$ cat config.mk
export PLATFORM = sky130hd
export DESIGN_NAME = move_stream_serializer_flat
export DESIGN_NICKNAME = d
export VERILOG_FILES = /design/src/rtl/move_stream_serializer_pkg.sv /design/src/rtl/move_stream_serializer_if.sv /design/src/rtl/move_stream_serializer_slot_nonzero_counter.sv /design/src/rtl/move_stream_serializer.sv /design/src/flat_wrapper.sv
export SDC_FILE = /design/constraint.sdc
export NUM_CORES = 1
export LEC_CHECK = 0
export CAP_MARGIN = 20
export CORE_MARGIN = 2
export CORE_UTILIZATION = 42
export CTS_CLUSTER_SIZE = 20
export DETAILED_ROUTE_END_ITERATION = 10
export MAX_ROUTING_LAYER = met4
export PLACE_DENSITY = 0.75
export REMOVE_ABC_BUFFERS = 1
export SLEW_MARGIN = 20
export SYNTH_ARGS = -nofsm -noshare
export SYNTH_HDL_FRONTEND = slang
export SYNTH_SLANG_ARGS = --single-unit
$ cat constraint.sdc
create_clock -name clk -period 2.7 [get_ports clk]
set_input_delay 0.675 -clock clk [delete_from_list [all_inputs] [get_ports clk]]
set_output_delay 0.675 -clock clk [all_outputs]
set_load 0.02 [all_outputs]
$ cat src/rtl/move_stream_serializer_pkg.sv
// Shared definitions for the move stream serializer: state encoding,
// default slot width and the move-count width helper.
package move_stream_serializer_pkg;

  localparam int DEFAULT_SLOT_W = 4;

  localparam logic [0:0] ST_IDLE = 1'b0;
  localparam logic [0:0] ST_SEND = 1'b1;

  typedef enum logic [0:0] {
    S_IDLE = ST_IDLE,
    S_SEND = ST_SEND
  } state_e;

  // Wide enough to hold the all-slots-non-zero total without wrapping.
  function automatic int count_width(input int slots_per_beat, input int num_beats);
    return $clog2(slots_per_beat * num_beats + 1);
  endfunction

endpackage

$ cat src/rtl/move_stream_serializer_if.sv
// Load/beat handshake bundle between move generator, serializer and consumer.
// The serializer connects through the slave modport.
interface move_stream_serializer_if
  import move_stream_serializer_pkg::*;
#(
  parameter int SLOT_W         = DEFAULT_SLOT_W,
  parameter int SLOTS_PER_BEAT = 4,
  parameter int NUM_BEATS      = 2
) ();

  logic                                          in_valid;
  logic                                          in_ready;
  logic [SLOT_W*SLOTS_PER_BEAT*NUM_BEATS-1:0]    in_word;
  logic                                          out_valid;
  logic                                          out_ready;
  logic [SLOT_W*SLOTS_PER_BEAT-1:0]              out_slots;
  logic                                          out_last;
  logic [count_width(SLOTS_PER_BEAT, NUM_BEATS)-1:0] move_count;
  logic                                          done;

  modport master (
    output in_valid, in_word, out_ready,
    input  in_ready, out_valid, out_slots, out_last, move_count, done
  );

  modport slave (
    input  in_valid, in_word, out_ready,
    output in_ready, out_valid, out_slots, out_last, move_count, done
  );

endinterface

$ cat src/rtl/move_stream_serializer_slot_nonzero_counter.sv
// Combinational population count of non-zero slots within one beat.
module slot_nonzero_counter #(
  parameter int SLOT_W         = 4,
  parameter int SLOTS_PER_BEAT = 4
) (
  input  logic [SLOT_W*SLOTS_PER_BEAT-1:0]        beat,
  output logic [$clog2(SLOTS_PER_BEAT+1)-1:0]     count
);

  localparam int CW = $clog2(SLOTS_PER_BEAT + 1);

  // Tally slots holding a move
  always_comb begin
    count = '0;
    for (int i = 0; i < SLOTS_PER_BEAT; i++) begin
      if (|beat[i*SLOT_W +: SLOT_W]) begin
        count = count + CW'(1);
      end else begin
        count = count;
      end
    end
  end

endmodule

$ cat src/rtl/move_stream_serializer.sv
// Serializes a packed word of move slots into beats (MS beat first) and reports
// the non-zero slot total. Optional SERIALIZER_SKIP_EMPTY_EN suppresses all-zero beats.
module move_stream_serializer
  import move_stream_serializer_pkg::*;
#(
  parameter int SLOT_W         = DEFAULT_SLOT_W,
  parameter int SLOTS_PER_BEAT = 4,
  parameter int NUM_BEATS      = 2
) (
  input logic                     clk,
  input logic                     rst,
  move_stream_serializer_if.slave bus
);

  localparam int BEAT_W  = SLOT_W * SLOTS_PER_BEAT;
  localparam int WORD_W  = BEAT_W * NUM_BEATS;
  localparam int CNT_W   = count_width(SLOTS_PER_BEAT, NUM_BEATS);
  localparam int BCNT_W  = $clog2(SLOTS_PER_BEAT + 1);
  localparam int IDX_W   = (NUM_BEATS > 1) ? $clog2(NUM_BEATS) : 1;
  localparam logic [IDX_W-1:0] LAST_IDX = IDX_W'(NUM_BEATS - 1);

  state_e              state_r, state_n;
  logic [WORD_W-1:0]   shift_r, shift_n;
  logic [IDX_W-1:0]    idx_r, idx_n;
  logic [CNT_W-1:0]    count_r, count_n;
  logic [CNT_W-1:0]    move_count_r, move_count_n;
  logic                done_r, done_n;

  logic [BEAT_W-1:0]   beat_s;
  logic [BCNT_W-1:0]   beat_cnt_s;
  logic                skip_s;
  logic                last_s;
  logic                out_valid_s;
  logic                advance_s;

  assign beat_s = shift_r[WORD_W-1 -: BEAT_W];

  slot_nonzero_counter #(
    .SLOT_W         (SLOT_W),
    .SLOTS_PER_BEAT (SLOTS_PER_BEAT)
  ) u_counter (
    .beat  (beat_s),
    .count (beat_cnt_s)
  );

`ifdef SERIALIZER_SKIP_EMPTY_EN
  // Per-beat non-zero flags, MSB tracks the beat currently at the top of shift_r.
  logic [NUM_BEATS-1:0] mask_r, mask_n, load_mask_s;

  // Flag which beats of the incoming word carry any move
  always_comb begin
    load_mask_s = '0;
    for (int b = 0; b < NUM_BEATS; b++) begin
      load_mask_s[NUM_BEATS-1-b] = |bus.in_word[WORD_W-1-b*BEAT_W -: BEAT_W];
    end
  end

  assign skip_s = (state_r == S_SEND) && !mask_r[NUM_BEATS-1];
  assign last_s = ((mask_r << 1) == '0);
`else
  assign skip_s = 1'b0;
  assign last_s = (idx_r == LAST_IDX);
`endif

  assign out_valid_s = (state_r == S_SEND) && !skip_s;
  assign advance_s   = (out_valid_s && bus.out_ready) || skip_s;

  assign bus.in_ready   = (state_r == S_IDLE);
  assign bus.out_valid  = out_valid_s;
  assign bus.out_slots  = beat_s;
  assign bus.out_last   = out_valid_s && last_s;
  assign bus.move_count = move_count_r;
  assign bus.done       = done_r;

  // Next-state, shift and count update
  always_comb begin
    state_n      = state_r;
    shift_n      = shift_r;
    idx_n        = idx_r;
    count_n      = count_r;
    move_count_n = move_count_r;
    done_n       = 1'b0;
`ifdef SERIALIZER_SKIP_EMPTY_EN
    mask_n       = mask_r;
`endif
    case (state_r)
      S_IDLE: begin
        if (bus.in_valid) begin
          shift_n = bus.in_word;
          idx_n   = '0;
          count_n = '0;
          state_n = S_SEND;
`ifdef SERIALIZER_SKIP_EMPTY_EN
          mask_n  = load_mask_s;
`endif
        end else begin
          state_n = S_IDLE;
        end
      end
      S_SEND: begin
        if (advance_s) begin
          shift_n = shift_r << BEAT_W;
          idx_n   = idx_r + IDX_W'(1);
          count_n = count_r + CNT_W'(beat_cnt_s);
`ifdef SERIALIZER_SKIP_EMPTY_EN
          mask_n  = mask_r << 1;
`endif
          if (idx_r == LAST_IDX) begin
            state_n      = S_IDLE;
            move_count_n = count_n;
            done_n       = 1'b1;
          end else begin
            state_n = S_SEND;
          end
        end else begin
          state_n = S_SEND;
        end
      end
      default: begin
        state_n = S_IDLE;
      end
    endcase
  end

  // State and datapath registers
  always_ff @(posedge clk) begin
    if (rst) begin
      state_r      <= S_IDLE;
      shift_r      <= '0;
      idx_r        <= '0;
      count_r      <= '0;
      move_count_r <= '0;
      done_r       <= 1'b0;
`ifdef SERIALIZER_SKIP_EMPTY_EN
      mask_r       <= '0;
`endif
    end else begin
      state_r      <= state_n;
      shift_r      <= shift_n;
      idx_r        <= idx_n;
      count_r      <= count_n;
      move_count_r <= move_count_n;
      done_r       <= done_n;
`ifdef SERIALIZER_SKIP_EMPTY_EN
      mask_r       <= mask_n;
`endif
    end
  end

endmodule
$ cat src/flat_wrapper.sv
// flat-port wrapper written by rule: the top's interface ports become plain ports
module move_stream_serializer_flat import move_stream_serializer_pkg::*;
#(
  parameter int SLOT_W         = DEFAULT_SLOT_W,
  parameter int SLOTS_PER_BEAT = 4,
  parameter int NUM_BEATS      = 2
)
  (clk, rst, bus_in_valid, bus_in_word, bus_out_ready, bus_in_ready, bus_out_valid, bus_out_slots, bus_out_last, bus_move_count, bus_done);
  move_stream_serializer_if #(.SLOT_W(SLOT_W), .SLOTS_PER_BEAT(SLOTS_PER_BEAT), .NUM_BEATS(NUM_BEATS)) bus_i ();
  input logic clk;
  input logic rst;
  input wire logic [$bits(bus_i.in_valid)-1:0] bus_in_valid;
  input wire logic [$bits(bus_i.in_word)-1:0] bus_in_word;
  input wire logic [$bits(bus_i.out_ready)-1:0] bus_out_ready;
  output wire logic [$bits(bus_i.in_ready)-1:0] bus_in_ready;
  output wire logic [$bits(bus_i.out_valid)-1:0] bus_out_valid;
  output wire logic [$bits(bus_i.out_slots)-1:0] bus_out_slots;
  output wire logic [$bits(bus_i.out_last)-1:0] bus_out_last;
  output wire logic [$bits(bus_i.move_count)-1:0] bus_move_count;
  output wire logic [$bits(bus_i.done)-1:0] bus_done;
  assign bus_i.in_valid = bus_in_valid;
  assign bus_i.in_word = bus_in_word;
  assign bus_i.out_ready = bus_out_ready;
  assign bus_in_ready = bus_i.in_ready;
  assign bus_out_valid = bus_i.out_valid;
  assign bus_out_slots = bus_i.out_slots;
  assign bus_out_last = bus_i.out_last;
  assign bus_move_count = bus_i.move_count;
  assign bus_done = bus_i.done;
  move_stream_serializer #(.SLOT_W(SLOT_W), .SLOTS_PER_BEAT(SLOTS_PER_BEAT), .NUM_BEATS(NUM_BEATS)) u_core (.clk(clk), .rst(rst), .bus(bus_i));
endmodule
==> qor.yml <==
yosys:
  syn_area_sq_um: 2040
  synth_top_area_share_pct: 42.3
  synth-simple-area-share_pct: 14.7
  synth_xor_area_share_pct: 1.72
  ys_types: 33
  yosys.area.top_type: "dfxtp_1"
  ys_async_sr_fraction_pct: 0
  syn-instance-count: 221
  synthAdderAreaFrac_pct: 4.67
  synth-edff-count: 0
  ys_seq_area_share_pct: 42.3
  yosys_warnings: 0
  synth_top_family_by_area: "compound AO/OA/AOI/OAI gates"
  netlist_top_cells_area: "dfxtp_1 42%, mux2i_1 9.3%, nor2_1 6.8%"
  synth-seq-cells: 43
  synth_compound_area_share_pct: 15.0
  ys.flop_type: "dfxtp_1"
  synth_mux_area_share_pct: 11.1
  synth_area_per_cell_sq_um: 9.22
global_routing:
  grt_max_degree: 33
  grt_pass1_vias: 1644
  gr-usage-all-layers_pct: 18.7
  grt_overflow: 0
  antenna_found_initial: 0
  grt_pass1_wl_microns: 7500
cells_and_area:
  area_growth_pct: 41.5
  final_common_cell: "clkdlybuf4s50_1"
  fin_nets: 320
  most-common-layout-cells: "59 x clkdlybuf4s50_1, 42 x dfxtp_1, 37 x nor2_1"
  drive_gt1_share_pct: 18.0
  num_antenna_cells: 0
  fillCellCount: 407
floorplan:
  start_util_pct: 43.4
  die_w_microns: 73.6
  dieArea_sq_um: 5420
  die_h_microns: 73.6
  io_pins: 60
  coreArea_sq_um: 4690
  row_count: 25
timing:
  timing.slew.headroom_pct: 42.1
  skew_ns: 0.00411
  fin_ws_ns: -0.117
  fin_setup_tns_ns: -0.409
  finalSetupViolations: 5
  fmax_mhz: 355
  drv_slew: 0
  rsz0062_at_grt: "yes"
  worst_pin_slew_ns: 0.862
  post-route-min-period_ns: 2.82
  fin_crit_sh_pct: 104
  hold_viol: 0
power:
  p_total_w: 0.00182
  p_clk_share_pct: 24.3
  p_switching_w: 0.000545
  ir_drop_mv: 0.421
  switching_share_pct: 29.9
  cellLeakagePower_nw: 1.11
  combinationalPowerShare_pct: 36.9
  internal_power_w: 0.00128
  powerDensity_nw_per_um2: 633
  seq_power_share_pct: 38.8
placed_design:
  dp_hpwl_microns: 3100
  gp_congestion: 0.854
  port_buffers: 59
  dp_slack_ns: -0.194
clock_network:
  clk_pin_slew_worst_paths_ns: 0.08
  root_buffer: "clkbuf_8"
  clockBufferDepth: 2
  cts-htree-levels: 2
  clock-sinks: 43
  holdBufCountCts: 0
  clk_latency_ns: 0.29
  cts_tree: "yes"
  numCtsBuffers: 5
setup_path:
  reg2regPathDepth: 12
  worst_ep_required_time_ns: 2.88
  worstPathArrival_ns: 3.00
  path_max_fanout: 2
  crit_slowest_cell: "or4_4"
  startpoint_type: "flip-flop"
  r2r_end: "u_core.count_r[2]"
  path_class: "flip-flop to flip-flop"
  slowest_delay_ns: 0.55
  crit_path_end_kind: "flip-flop"
  rrSetupSlack_ns: -0.12
  crit_top_cell: "xnor2_2"
  cp_cell_sequence: "or4_4 > ha_4 > xor2_4 > buf_4 > buf_6 > xnor2_2 > ha_2 > inv_2 > fa_2 > xnor2_2 > a22oi_1 > nor2_1"
  r2r-start: "u_core.shift_r[19]"
run_status:
  violations: "setup timing"
  status: "finished with violations"
routing:
  drt_wl_total_microns: 4730
  drc: 0
  ant_nets: 0
  avgRoutedWirePerCell_microns: 14.3
  drt_iter0_drc: 166
  viasPerCell: 5.30
  drt-pass1-iter-count: 4
  routed-via-count: 1760
min_path:
  min_path_cells: 2
  hold_path.class: "flip-flop to flip-flop"
  whs_endpoint: "u_core.bus.move_count[0]"
  hp-start: "u_core.bus.move_count[0]"
flow_run:
  cap_violations: 0
## sequential cells by signal, indices dropped and copies added, names as in the netlist
name / cells
u_core.bus.move_count: 4
u_core.bus.out_valid: 1
u_core.count_r: 4
u_core.bus.done: 1
u_core.idx_r: 1
u_core.shift_r: 32
## cell families after synthesis
group,count (synthesis)
AOI/OAI and AO/OA,42
buffers and inverters,38
DFF,43
and+or+nand+nor,65
adders and majority gates,7
xor gates and xnor gates,4
muxes,22
## power groups by stage
stage	Clock (W)	Combinational (W)	Sequential (W)
finish	0.000443	0.000673	0.000707
global route	0.000484	0.000723	0.000712
global placement	0	0.000488	0.000718
floorplan	0	0.000245	0.000755
CTS	0.000447	0.000559	0.000707
detailed placement	0	0.000497	0.000719
## synthesized netlist by cell type (all sizes together), types with 2 or more instances
master,number
nand4,2
ha,6
clkbuf,7
nor2b,3
mux2i,20
or4,2
nor2,37
dfxtp,43
mux2,2
a21oi,5
a211oi,17
buf,25
inv,6
a22oi,17
and2,2
nor4,2
nand2,9
nand3,4
xnor2,3
## critical path: cells and delay by family (launching register included)
kind | cells | cell delay, ns
AO/OA/AOI/OAI | 1 | 0.15
buffers and inverters | 3 | 0.30
AND/OR/NAND/NOR | 2 | 0.61
XOR/XNOR | 3 | 0.47
flip-flops | 1 | 0.32
adder cells (fa/ha/maj) | 3 | 0.87
## worst max-delay path by stage
stage,startpoint,to
final,u_core.shift_r[19],u_core.count_r[2]
after global routing,u_core.shift_r[19],u_core.bus.move_count[2]
after global placement,u_core.shift_r[17],u_core.bus.move_count[3]
after floorplan,u_core.shift_r[17],u_core.bus.move_count[3]
after detailed placement,u_core.shift_r[17],u_core.bus.move_count[3]
after CTS,u_core.shift_r[19],u_core.bus.move_count[2]
## metal layers
metal  wire [microns]  vias to the layer above  GRT usage (%)
li1                 -                      870              -
met1             2000                      824           23.1
met2             2340                       61           29.5
met3              336                        5           5.35
met4               61                        0           6.06
met5                0                        -              -
## through the flow
step	cell area (sq um)	std cells	hold slack (ns)	utilization [%]
floorplan	1850	189	0.434	-
global placement	2640	320	0.448	56.3
detailed placement	2640	320	0.461	56.3
CTS	2820	331	0.472	60.0
global route	2880	332	0.496	61.4
finish	2880	332	0.466	61.4
## area by class of cell
class / count / area, sq um / share of cell area (%)
clock buffers: 8 / 100 / 3.47
flip-flops and latches: 43 / 862 / 29.9
repair buffers: 81 / 759 / 26.4
well taps: 54 / 67.6 / 2.34
inverters: 6 / 22.5 / 0.782
multi-input cells: 140 / 1070 / 37.1
## repair_timing
item                                    CTS  global route
gates resized for setup                   8            12
endpoints found under the setup margin    5             6
pin swaps                                10             7
buffers inserted                          3             2
endpoints found under the hold margin     0             0
(Power assumes the default switching activity.)
